--- config.mk ---
export PLATFORM = sky130hd
export DESIGN_NAME = mem_stage
export DESIGN_NICKNAME = d
export VERILOG_FILES = /design/src/rtl/mem_stage.sv
export SDC_FILE = /design/constraint.sdc
export NUM_CORES = 2
export LEC_CHECK = 0
export ABC_AREA = 1
export CAP_MARGIN = 20
export CORE_UTILIZATION = 40
export DETAILED_ROUTE_END_ITERATION = 8
export SLEW_MARGIN = 40
export SYNTH_ARGS = -nofsm -noshare
export SYNTH_HDL_FRONTEND = slang
export SYNTH_SLANG_ARGS = --single-unit
export TNS_END_PERCENT = 30
--- constraint.sdc ---
create_clock -name clk -period 4.4 [get_ports clk]
set_input_delay 0.88 -clock clk [delete_from_list [all_inputs] [get_ports clk]]
set_output_delay 0.88 -clock clk [all_outputs]
set_load 0.01 [all_outputs]
--- src/rtl/mem_stage.sv ---
// Memory stage: multi-cycle access to an internal word-addressed data memory,
// stalling upstream with freeze and driving the MEM/WB pipeline register.
module mem_stage #(
  parameter int          DEPTH       = 64,
  parameter logic [31:0] BASE_ADDR   = 32'd1024,
  parameter int          WAIT_CYCLES = 2
) (
  input  logic        clk,
  input  logic        rst,
  input  logic        WB_en_in,
  input  logic        MEM_R_EN_in,
  input  logic        MEM_W_EN_in,
  input  logic [31:0] ALU_result_in,
  input  logic [31:0] ST_val_in,
  input  logic [4:0]  Dest_in,
  output logic        freeze,
  output logic        WB_en,
  output logic        MEM_R_EN,
  output logic [31:0] ALU_result,
  output logic [31:0] MEM_result,
  output logic [4:0]  Dest,
  output logic        addr_err,
  output logic        state_dbg
);

  localparam int          IDX_W    = $clog2(DEPTH);
  localparam bit          HAS_WAIT = (WAIT_CYCLES != 0);
  localparam logic [3:0]  CNT_INIT = HAS_WAIT ? 4'(WAIT_CYCLES - 1) : 4'd0;

  typedef enum logic {S_IDLE, S_WAIT} state_t;

  state_t            state_q;
  logic [3:0]        cnt_q;
  logic              wb_en_q, mem_r_en_q, addr_err_q;
  logic [31:0]       alu_result_q, mem_result_q;
  logic [4:0]        dest_q;
  logic [31:0]       mem_q [DEPTH];

  logic              req, is_load, in_range, complete, mem_we;
  logic [29:0]       word_off;
  logic [IDX_W-1:0]  idx;
  logic              mem_r_en_d, addr_err_d;
  logic [31:0]       mem_result_d;

  // Word offset from the base; the low two address bits never select a word.
  assign word_off = ALU_result_in[31:2] - BASE_ADDR[31:2];
  assign in_range = (ALU_result_in[31:2] >= BASE_ADDR[31:2]) && (word_off < 30'(DEPTH));
  assign idx      = word_off[IDX_W-1:0];
  assign req      = MEM_R_EN_in | MEM_W_EN_in;
  assign is_load  = MEM_R_EN_in & ~MEM_W_EN_in;

  assign complete = req && ((state_q == S_IDLE) ? !HAS_WAIT : (cnt_q == 4'd0));
  // Gating with rst keeps freeze low and blocks the write while reset is held.
  assign freeze   = rst && req && !complete;
  assign mem_we   = rst && complete && MEM_W_EN_in && in_range;

  always_comb begin
    mem_r_en_d   = is_load;
    addr_err_d   = req && !in_range;
    mem_result_d = (is_load && in_range) ? mem_q[idx] : 32'd0;
  end

  always_ff @(posedge clk) begin
    if (mem_we) mem_q[idx] <= ST_val_in;
  end

  always_ff @(posedge clk or negedge rst) begin
    if (!rst) begin
      state_q      <= S_IDLE;
      cnt_q        <= 4'd0;
      wb_en_q      <= 1'b0;
      mem_r_en_q   <= 1'b0;
      addr_err_q   <= 1'b0;
      alu_result_q <= 32'd0;
      mem_result_q <= 32'd0;
      dest_q       <= 5'd0;
    end else begin
      if ((state_q == S_IDLE && req && HAS_WAIT) ||
          (state_q == S_WAIT && cnt_q != 4'd0)) begin
        // Stall cycle: bubble into MEM/WB, data fields hold.
        state_q    <= S_WAIT;
        cnt_q      <= (state_q == S_IDLE) ? CNT_INIT : cnt_q - 4'd1;
        wb_en_q    <= 1'b0;
        mem_r_en_q <= 1'b0;
        addr_err_q <= 1'b0;
      end else begin
        state_q      <= S_IDLE;
        cnt_q        <= 4'd0;
        wb_en_q      <= WB_en_in;
        mem_r_en_q   <= mem_r_en_d;
        addr_err_q   <= addr_err_d;
        alu_result_q <= ALU_result_in;
        mem_result_q <= mem_result_d;
        dest_q       <= Dest_in;
      end
    end
  end

  assign WB_en      = wb_en_q;
  assign MEM_R_EN   = mem_r_en_q;
  assign ALU_result = alu_result_q;
  assign MEM_result = mem_result_q;
  assign Dest       = dest_q;
  assign addr_err   = addr_err_q;
  assign state_dbg  = (state_q == S_WAIT);

endmodule

==> results.txt <==
CP bufs+invs -> 2
Fin Clk Skew -> 84.88 ps
Die Wd -> 463.3 um
Seq/Total Area, Yosys -> 74.52%
Leak -> 0.03647 uW
remaining global-route overflow -> 0
flops & latches, synth -> 2125
Seq pwr share -> 51.7%
GRT Util Overall -> 23.93%
CP max FO -> 3
Post-Synth Adder-Cell Area -> 0.01470%
max-slew violation count -> 0
maxcap violations -> 0
dpl cells -> 10009
Hold Path Class -> input pin to async pin
Post-synth EDFFs -> 2048
Pre-antenna DRT Iters -> 6
clock latency on the worst-skew pair -> 890 ps
DIE AREA -> 214600 um^2
Distinct cells, synth -> 32
clock network power share -> 39.3%
final-layout fill cell count -> 18653
CTS tree -> yes
layout cells sized above 1 -> 8.587%
initial antenna violation count -> 10
largest net degree at the start of global routing -> 164
setup TNS -> 0 ps
Worst Path Arrival -> 2380 ps
Via density -> 5.347
mux cell area share after synthesis -> 0%
Combinational Power Share -> 9.0%
Post-DRT Antenna Nets -> 0
Total Wirelength -> 261.5 mm
R2R depth -> 11
wire per inst -> 25.18 um
global-route wire length before repair -> 374.0 mm
worst endpoint required time -> 3520 ps
routed via count -> 55545
root buf cell -> clkbuf_16
H-tree lvl count -> 4
prevailing post-synth register cell -> edfxtp_1
Syn Inst Count -> 7204
Worst Setup Start Kind -> flip-flop
CP Class -> flip-flop to primary output
Core Area -> 210400 um^2
Compound-Gate Fraction of Synth Area -> 6.333%
PD cells -> 443.0 nW/um^2
Ports -> 148
Synth Cell Area -> 85120 um^2
Post-CTS Setup Bufs -> 0
Synth async-reset ratio -> 3.624%
RSZ-0062 raised after global routing -> false
final hold viol count -> 0
cell taking the most area after synthesis -> edfxtp_1
Worst path depth -> 6
Critical-path top delay cell -> clkdlybuf4s50_1
clock-pin transition on the worst setup and hold timing paths -> 60 ps
Num CTS Buffers -> 208
critical path, cell by cell -> inv_1 -> ha_1 -> nand2_1 -> nor3_2 -> nor3_1 -> clkdlybuf4s50_1
port bufs -> 147
top post-synthesis cells by count -> edfxtp_1, nand2_1, nor2_1
Rows -> 168
top-count cell post-synth -> edfxtp_1
Tmin final -> 3256 ps
vias in the first global route -> 52181
Int Pwr -> 32860 uW
Ys Warns -> 0
number of setup violations in the final report -> 0
final std cells w/o fill -> 10388
slowest stage delay, CP -> 570 ps
Area growth syn-to-layout -> 15.51%
VDD IR-drop max -> 0.4310 mV
post-synthesis simple-gate area fraction -> 15.49%
crit end category -> primary output
maximum clock rate -> 307.2 MHz
initial core utilization -> 40.45%
status -> finished clean
Least-Margin Pin Slew -> 945.0 ps
DP HPWL -> 160.7 mm
CTS-repair resized insts -> 0
Die Ht -> 463.3 um
GPL Wtd Cong -> 0.9395
nets -> 7489
post-route DRC violation count -> 0
Worst slew margin -> 37.00%
Avg Cell Area, Syn -> 11.82 um^2
hold_buf cts -> 0
P_sw -> 10700 uW
largest family of logic cells by synthesized area -> simple AND/OR/NAND/NOR gates
critical path's top delay family -> buffers and inverters
switching share of power -> 24.56%
syn nets -> 7279
Final Cycle Share -> 73.99%
XOR/XNOR Fraction of Synth Area -> 0.04116%
Longest Clk Path Bufs -> 3
starting DRC count in detailed routing -> 7403
top-area cell type share of the netlist area -> 72.25%
# clock sinks -> 2125
top cells by area in the synthesized netlist -> edfxtp_1, nand2_1, nor2_1, o22ai_1, dfrtp_1
-- cell type report --
type / instances / area (um^2) / share of cell area (%)
sequential: 2125 / 63430 / 64.51
timing repair buffer: 377 / 4432 / 4.507
inverter: 330 / 1261 / 1.283
multi-input combinational: 4372 / 19220 / 19.55
tap: 2805 / 3510 / 3.570
clock buffer: 264 / 5529 / 5.623
clock inverter: 113 / 934.6 / 0.9506
antenna: 2 / 5.005 / 0.005090
-- power groups by stage --
| stage | Clock, uW | Combinational [uW] | Sequential (uW) |
|---|---|---|---|
| after floorplan | 0 | 1670 | 23000 |
| after global placement | 0 | 3840 | 22900 |
| after detailed placement | 0 | 3870 | 22900 |
| after CTS | 17300 | 3880 | 22500 |
| after global routing | 18000 | 4170 | 22500 |
| final | 17100 | 3920 | 22500 |
-- sequential cells by signal, summed over array words and instances (netlist names) --
| signal | count |
|---|---|
| MEM_R_EN | 1 |
| mem_q | 2048 |
| ALU_result | 32 |
| cnt_q | 4 |
| MEM_result | 32 |
| state_dbg | 1 |
| Dest | 5 |
| WB_en | 1 |
| addr_err | 1 |
-- worst reg2reg max path: stages (launching register included) --
cell and delay (ps):
dfrtp_1 390, inv_1 60, ha_1 190, nand2_1 90
nor3_2 190, inv_1 180, nor3_4 130, buf_4 330
nand3_4 170, buf_4 230, nor2_4 130, buf_12 230
-- worst paths after layout --
check                               from       endpoint  slack [ps]
max                             cnt_q[0]         freeze        1140
min                                  rst  ALU_result[3]         180
max reg2reg                     cnt_q[0]  mem_q[53][27]        1690
min reg2reg                ALU_result[1]  ALU_result[1]         470
max in group asynchronous            rst       addr_err        3280
min in group clk           ALU_result[1]  ALU_result[1]         470
-- cell usage in the layout, fill, tap and decap left out, types with 15 or more instances in the layout --
master / synthesis / final
nor2_4: 2 / 67
clkinv_1: 1 / 45
clkinv_2: 0 / 39
clkdlybuf4s50_1: 0 / 111
dfrtp_1: 77 / 77
edfxtp_1: 2048 / 2048
o21bai_1: 84 / 84
clkbuf_1: 162 / 48
a21oi_1: 47 / 47
clkbuf_16: 0 / 211
inv_1: 327 / 323
o21ai_0: 271 / 271
nand2_1: 2025 / 2025
o21ai_1: 163 / 163
buf_12: 0 / 105
o22ai_1: 362 / 362
buf_4: 47 / 132
nand3_4: 7 / 15
buf_2: 147 / 17
nor2_1: 1282 / 1216
nand3_1: 88 / 84
-- logic make-up after synthesis --
kind of cell,after synthesis
flip-flops,2125
AND/OR/NAND/NOR,3430
AO/OA/AOI/OAI,937
adder cells (fa/ha/maj),1
XOR/XNOR,4
buffers and inverters,707
-- routing by layer --
layer  up-vias  GRT usage, %  routed length [um]
met1     27569         34.03              109500
met4         2         9.202               10560
met2      2448         36.63              118500
li1      25133             -                   -
met3       393         4.134               22860
met5         -             0                  13
-- through the flow --
stage               hold slack, ps  worst slack (ps)  area, um^2  total power [uW]  utilization (%)
floorplan                    446.7             464.8       85120             24660                -
global placement             454.2             300.1       91780             26780            43.62
detailed placement           459.4             431.3       91850             26810            43.65
CTS                          129.3              1089       98310             43740            46.72
global route                 171.0              1007       98320             44730            46.73
finish                       175.3              1145       98320             43560            46.73
Note: power is estimated with default switching activity, not from simulation.
